### src/rtl/misaligned_mem_ctrl.sv
// Splits misaligned word/halfword accesses into two word-aligned memory beats,
// drives byte enables, lane-shifted store data, pipeline stall and writeback capture.
module misaligned_mem_ctrl #(
   parameter int unsigned TIMEOUT = 255
) (
   input  logic        clk,
   input  logic        rst_n,
   input  logic        req_valid,
   output logic        req_ready,
   input  logic        req_is_load,
   input  logic        req_is_store,
   input  logic [4:0]  req_opcode,
   input  logic [31:0] req_addr,
   input  logic [31:0] req_wdata,
   input  logic        flush,
   output logic        mem_req,
   output logic        mem_we,
   output logic [31:0] mem_addr,
   output logic [3:0]  mem_be,
   output logic [31:0] mem_wdata,
   input  logic        mem_ready,
   output logic        stall,
   output logic        wb_capture,
   output logic        wb_misaligned,
   output logic        done,
   output logic        bus_err
);

   typedef enum logic [1:0] {
      IDLE,
      BEAT0,
      BEAT1
   } state_t;

   state_t      state;
   logic        mis_q;
   logic [31:0] addr1_q;
   logic [3:0]  be1_q;
   logic [31:0] wdata1_q;
   logic [31:0] wait_cnt;

   logic [3:0]  size_mask;
   logic [7:0]  be_span;
   logic [63:0] wdata_span;
   logic [31:0] beat0_addr;
   logic        accept;
   logic        beat0_split_done;
   logic        flush_abort;
   logic        timeout_hit;
   logic        leave;

   always_comb begin
      size_mask = 4'b0000;
      case (req_opcode)
         5'd3, 5'd4, 5'd5:  size_mask = 4'b1111;
         5'd6, 5'd7, 5'd8:  size_mask = 4'b0011;
         5'd9, 5'd10, 5'd11: size_mask = 4'b0001;
         default:           size_mask = 4'b0000;
      endcase
   end

   // The upper half of each span is what spills into the next word (beat 1).
   assign be_span    = {4'b0000, size_mask} << req_addr[1:0];
   assign wdata_span = {32'd0, req_wdata} << {req_addr[1:0], 3'b000};
   assign beat0_addr = {req_addr[31:2], 2'b00};

   assign accept = (state == IDLE) && req_valid && (req_is_load || req_is_store) &&
                   (size_mask != 4'b0000) && !flush;

   assign beat0_split_done = (state == BEAT0) && mem_ready && mis_q;
   assign done             = ((state == BEAT0) && mem_ready && !mis_q) ||
                             ((state == BEAT1) && mem_ready);
   assign flush_abort      = (state == BEAT0) && flush && !mem_ready;
   assign timeout_hit      = (TIMEOUT != 0) && (state != IDLE) && !mem_ready &&
                             (wait_cnt == TIMEOUT);
   assign bus_err          = timeout_hit && !flush_abort;
   assign leave            = done || flush_abort || bus_err;

   assign req_ready     = (state == IDLE);
   assign mem_req       = (state != IDLE);
   assign stall         = (state != IDLE) && !done;
   assign wb_capture    = beat0_split_done || done;
   assign wb_misaligned = beat0_split_done || (state == BEAT1);

   // Any way out of a beat (completion, flush, timeout) clears the port back to zero.
   always_ff @(posedge clk) begin
      if (!rst_n) begin
         state     <= IDLE;
         mis_q     <= 1'b0;
         addr1_q   <= 32'd0;
         be1_q     <= 4'd0;
         wdata1_q  <= 32'd0;
         wait_cnt  <= 32'd0;
         mem_we    <= 1'b0;
         mem_addr  <= 32'd0;
         mem_be    <= 4'd0;
         mem_wdata <= 32'd0;
      end else begin
         case (state)
            IDLE: begin
               if (accept) begin
                  state     <= BEAT0;
                  mis_q     <= (be_span[7:4] != 4'b0000);
                  addr1_q   <= beat0_addr + 32'd4;
                  be1_q     <= be_span[7:4];
                  wdata1_q  <= wdata_span[63:32];
                  wait_cnt  <= 32'd0;
                  mem_we    <= req_is_store;
                  mem_addr  <= beat0_addr;
                  mem_be    <= be_span[3:0];
                  mem_wdata <= wdata_span[31:0];
               end
            end
            BEAT0: begin
               if (beat0_split_done) begin
                  state     <= BEAT1;
                  wait_cnt  <= 32'd0;
                  mem_addr  <= addr1_q;
                  mem_be    <= be1_q;
                  mem_wdata <= wdata1_q;
               end else if (!mem_ready && (TIMEOUT != 0)) begin
                  wait_cnt <= wait_cnt + 32'd1;
               end
            end
            BEAT1: begin
               if (!mem_ready && (TIMEOUT != 0)) begin
                  wait_cnt <= wait_cnt + 32'd1;
               end
            end
            default: state <= IDLE;
         endcase
         if (leave) begin
            state     <= IDLE;
            mis_q     <= 1'b0;
            wait_cnt  <= 32'd0;
            mem_we    <= 1'b0;
            mem_addr  <= 32'd0;
            mem_be    <= 4'd0;
            mem_wdata <= 32'd0;
         end
      end
   end

endmodule

### config.mk
export PLATFORM = sky130hd
export DESIGN_NAME = misaligned_mem_ctrl
export DESIGN_NICKNAME = d
export VERILOG_FILES = /design/src/rtl/misaligned_mem_ctrl.sv
export SDC_FILE = /design/constraint.sdc
export NUM_CORES = 1
export LEC_CHECK = 0
export CORE_MARGIN = 8
export CORE_UTILIZATION = 57
export DETAILED_ROUTE_END_ITERATION = 8
export GPL_TIMING_DRIVEN = 0
export HOLD_SLACK_MARGIN = 0.06
export PLACE_DENSITY = 0.86
export SETUP_SLACK_MARGIN = 0.3
export SLEW_MARGIN = 10
export SYNTH_ARGS = -nofsm -noshare
export SYNTH_HDL_FRONTEND = slang
export SYNTH_SLANG_ARGS = --single-unit
### constraint.sdc
create_clock -name clk -period 3.8 [get_ports clk]
set_clock_uncertainty 0.1 [all_clocks]
set_input_delay 0.57 -clock clk [delete_from_list [all_inputs] [get_ports clk]]
set_output_delay 0.57 -clock clk [all_outputs]
set_load 0.03 [all_outputs]
After elaboration in Yosys (flattened, before gate mapping)
Memories as Yosys holds them, arrays and structs flattened.
Cells that the tools add are included.
Word-level totals
  logic and storage cells: 75
  memories: 1
  register bits: 172
  memory bits (read-only): 64
Memories
  (name not given): depth 16, width 4, rd ports 1, clocked after Yosys merged registers in 0, wr ports 0, RTL line 54  | case (req_opcode)
Operators by class
  reductions and logical operators: 36
  multiplexer cells: 17
  eq/ne operators: 5
  $add $sub $neg: 2
  shifts and indexed selects: 2
  bitwise operators: 2
Operators with widths (number)
  $mux 32: 7
  $pmux 32 s2: 2
  $pmux 32 s3: 1
  $shl 32x5->64: 1
  $add 32x1->32 const B: 1
  $add 32x3->32 const B: 1
  $eq 32x8->1 const B: 1
  $logic_and 1x1->1: 14
  $mux 4: 3
  $pmux 4 s2: 1
  $reduce_bool 4->1: 2
  $shl 4x2->8: 1
  $logic_or 1x1->1: 6
  $pmux 2 s3: 1
  $reduce_and 3->1: 2
  $logic_not 1->1: 5
  $mux 2: 2
  $reduce_and 2->1: 2
  $reduce_bool 2->1: 2
  $reduce_bool 3->1: 1
  $eq 2x1->1 const B: 1
  $eq 2x2->1 const B: 1
  $logic_not 2->1: 1
  $ne 2x1->1 const B: 1
  other kinds (3): 4

Longest topological paths before layout
  word-level depth: 7
  depth in mapped cells: 9
  depth with buffers taken out: 7

Worst setup path before layout
OpenSTA, ideal clock, no wires.
  path kind: register to register
  start: register state[0]
  end: register mem_addr[14]
  data arrival time: 2.281 ns
  stages on the path, launching flop included: 10
  required time: 3.562 ns
  slack: 1.281 ns
  path through: dfxtp_1 inv_1 ha_1 inv_1 clkbuf_1 a21oi_2 nor2_1 buf_2 clkbuf_1 a211oi_1
On the way
  longest elaborated chain between the ends: 7
  elaborated cells on any way between the ends: 27
  those cells by class: eq/ne: 4; mux: 1; reduce/logical: 22
RTL lines
  start: declaration: RTL line 35  | state_t state;
  start signal: assignment: RTL line 88  | state <= IDLE;
  start signal: assignment: RTL line 102  | state <= BEAT0;
  start signal: assignment: RTL line 116  | state <= BEAT1;
  $logic_not 2->1 *
  named net req_ready: RTL line 9  | output logic req_ready,
  $logic_and 1x1->1 (3 in series): RTL line 67  | assign accept = (state == IDLE) && req_valid && (req_is_load || req_is_store) &&
  $logic_and 1x1->1: RTL line 68  | (size_mask != 4'b0000) && !flush;
  $ne 2x1->1 (no source line)
  $reduce_and 3->1 (no source line)
  end signal: assignment: RTL line 109  | mem_addr <= beat0_addr;
  end signal: assignment: RTL line 118  | mem_addr <= addr1_q;
  end: declaration: RTL line 18  | output logic [31:0] mem_addr,
Mark *: on every way through the listed nets, which the timed path passes. The rest lies on a longest branch.
A chain may end at the register's enable or synchronous reset.

Worst setup path after layout
  start: register state[1]
  end: output wb_capture
On the way
  longest elaborated chain between the ends: 5
  elaborated cells on any way between the ends: 8
  those cells by class: eq/ne: 2; reduce/logical: 6
RTL lines
  $eq 2x1->1: RTL line 70, 71
  $logic_and 1x1->1: RTL line 70, 71
  $logic_and 1x1->1: RTL line 71  | assign done = ((state == BEAT0) && mem_ready && !mis_q) ||
  $logic_or 1x1->1: RTL line 71
  $logic_or 1x1->1 *: RTL line 82  | assign wb_capture = beat0_split_done || done;
  end: declaration: RTL line 23  | output logic wb_capture,
Mark *: on every way between the ends. The rest lies on a longest branch, timed or not.

==> metrics.md <==
| Metric | Value |
|---|---|
| Largest family of logic cells by synthesized area | `compound AO/OA/AOI/OAI gates` |
| Primary FF master, synth | `dfxtp_1` |
| Core area | `14370 um2` |
| Post-synth EDFFs | `0` |
| Setup violators final | `0` |
| CP required | `3.13 ns` |
| Final ANT Viol Nets | `0` |
| Core Util, Final | `73.78%` |
| Via count | `8589` |
| Maximum clock rate | `0.2956 GHz` |
| Input/output buffers | `146` |
| Htree depth | `4` |
| WL/cell | `20.46 um` |
| Pre-antenna DRT Iters | `6` |
| Sequential area share after synthesis | `a little under two fifths` |
| Filler cell count | `1061` |
| Initial DRC count | `1044` |
| Leak | `3.549 nW` |
| Slew Limit Fails | `0` |
| Diode count | `0` |
| Synth unique cells | `62` |
| DRC violations left | `0` |
| Setup CP Type | `register to output pin` |
| Cts bufs inserted | `17` |
| Clock Latency Late Sink | `0.44 ns` |
| Max VDD drop | `roughly 0.55 mV` |
| XOR/XNOR Fraction of Synth Area | `2.953%` |
| Fin crit period | `3.383 ns` |
| Maxcap violations | `0` |
| Post-CTS setup buffers | `0` |
| Slew @ Worst Pin | `about 1.2 ns` |
| Hold Slack | `0.3573 ns` |
| Max Root-Sink Buffers | `2` |
| Unrepaired setup endpoints after global routing | `false` |
| Register area | `approximately 3200 um2` |
| Synth Area in Adders | `1.205%` |
| Relative slew margins | `18.87%` |
| Synth area leaders | `dfxtp_1 38%, a21oi_1 6.9%, a211oi_1 5.1%, mux2i_1 4.6%, nand2_1 3.5%` |
| Clock transition at path regs | `0.06 ns` |
| CP Data Arrival Time | `around 2.7 ns` |
| Setup tns final | `0 ns` |
| Post-synthesis simple-gate area fraction | `a little under a fifth` |
| Die area | `18690 um2` |
| Post-synthesis cell count | `976` |
| Crit share post-route | `89.04%` |
| Power per cell area | `around 600 nW/um2` |
| Initial antenna violation count | `0` |
| Vias in the first global route | `approximately 8300` |
| Boundary pin count | `approximately 150` |
| HP Class | `register to register` |
| CP max FO | `10` |
| P&R area growth vs syn | `27.64%` |
| Hold Fails Final Rpt | `0` |
| Avg Cell Area, Syn | `around 8.5 um2` |
| CTS tree | `done` |
| Yosys warnings | `0` |
| HPWL after DPL | `19690 um` |
| Root Driver | `clkbuf_16` |
| Yosys reg bits | `~160` |
| Area leader, netlist | `dfxtp_1` |
| Final Net Count | `1226` |
| Via-per-instance ratio | `6.414` |
| Tot GR Track Use | `28.85%` |
| Die X | `between 100 and 150 um` |
| Top-area cell type share of the netlist area | `between 30% and 40%` |
| Post-synthesis mux area share | `6.749%` |
| Worst setup EP type | `output pin` |
| Critical Path Start Type | `register` |
| Share of cells above drive strength 1 | `8.485%` |
| Initial core utilization | `a little under 60%` |
| FFs w/ async S/R, synth | `0%` |
| Final Power | `0.006332 W` |
| Status | `finished clean` |
| # rows | `44` |
| First-pass GRT wire length | `42650 um` |
| Multi-input gate area | `4742 um2` |
| Die height | `between 100 and 150 um` |
| Largest net degree at the start of global routing | `17` |
| Compound-Gate Fraction of Synth Area | `a little over a quarter` |
| Synthesized cell area | `8305 um2` |
| Overflow after GRT | `0` |
| Clock sinks | `159` |
| Routability Congestion | `0.9737` |
| Final wirelength | `27400 um` |
-- report_power, final --
part / leakage, nW / internal [W] / total (W) / switching [W]
sequential: 1.29 / 0.00190 / 0.00205 / 0.000147
clock: 0.291 / 0.000999 / 0.00175 / 0.000751
combinational: 1.97 / 0.000899 / 0.00254 / 0.00164
total: 3.55 / 0.00380 / 0.00633 / 0.00253
-- cells in the mapped netlist, types with 9 or more instances --
cell type  count
nand3_1       41
xnor2_1        9
buf_2         27
a22oi_1       17
xor2_1        19
mux2i_1       38
nor3b_1        9
nand4_1       22
nand2_1       77
o2111ai_1      9
clkbuf_1      53
dfxtp_1      159
o31ai_1       20
mux2_2        16
inv_1          9
a21boi_0      24
a21oi_1      114
nand2b_1      19
nor2_1        27
a211oi_1      56
or4_1         21
o211a_1        9
nor2b_1       14
o21ai_0       57
or3_1         12
-- layer usage --
layer  track usage (%)  part of all wire [%]  wire [um]
met3             6.902                   8.5       2317
met5                 0                     0          0
met4             15.80                   4.3       1184
met1             35.60                    41      11200
met2             45.55                    46      12690
-- cell usage in the layout, fill, tap and decap left out, types with 12 or more instances in the layout --
master / Yosys / routed
nor2_1: 27 / 27
or4_1: 21 / 21
nand2b_1: 19 / 19
nand2_1: 77 / 77
nor2b_1: 14 / 14
a21boi_0: 24 / 24
o31ai_1: 20 / 20
o21ai_0: 57 / 57
clkbuf_1: 53 / 52
xor2_1: 19 / 19
clkdlybuf4s50_1: 0 / 145
dfxtp_1: 159 / 159
clkbuf_16: 0 / 17
a21oi_1: 114 / 114
buf_2: 27 / 27
nand4_1: 22 / 22
mux2_2: 16 / 16
nand3_1: 41 / 41
a22oi_1: 17 / 17
a211oi_1: 56 / 56
or3_1: 12 / 12
mux2i_1: 38 / 38
-- layout make-up --
class | count | share of cell area (%)
repair buffers | 146 | 13.77
clock buffers | 19 | 4.178
multi-input cells | 725 | 44.73
well taps | 184 | 2.172
inverters | 9 | 0.3187
flip-flops and latches | 159 | 30.02
clock inverters | 13 | 1.416
plain buffers | 84 | 3.387
-- worst paths after layout --
check	start	end	slack, ns	depth (start not counted)
worst max-delay path	state[1]	wb_capture	0.42	7
worst min-delay path	wdata1_q[11]	wdata1_q[11]	0.36	2
worst max register to register	state[0]	mem_addr[20]	0.84	9
worst min register to register	wdata1_q[11]	wdata1_q[11]	0.36	2
-- metrics by stage --
stage               instance area (um2)  setup slack [ns]  instances
floorplan                          8309             1.281        977
global placement                  10000            0.2957       1307
detailed placement                10000            0.2898       1307
CTS                               10590            0.2857       1339
global route                      10600            0.3027       1339
finish                            10600            0.4167       1339
-- cell families after synthesis --
group | count (synthesis)
AOI/OAI and AO/OA | 344
and+or+nand+nor | 289
DFF | 159
buffers and inverters | 93
muxes | 54
xor gates and xnor gates | 28
adders and majority gates | 8
other | 1
-- flip-flops by register name, summed over array words and instances, names as in the netlist --
name       cells
mem_addr      30
mem_be         4
mem_wdata     32
mis_q          1
mem_we         1
wait_cnt      32
state          2
addr1_q       30
wdata1_q      24
be1_q          3
-- critical path: stages (launching register included) --
cell and delay, ns:
dfxtp_1 0.34, inv_1 0.13, ha_1 0.17, buf_2 0.22, clkbuf_2 0.28, clkbuf_2 0.31
o21a_1 0.16, clkdlybuf4s50_1 0.67
-- what timing repair did --
item | 4_1_cts | 5_1_grt
hold endpoints to repair | 0 | 0
setup endpoints to repair | 2 | 1
gates resized for setup | 2 | 2
hold buffers | 0 | 0
Power figures use the tool's default switching activity.
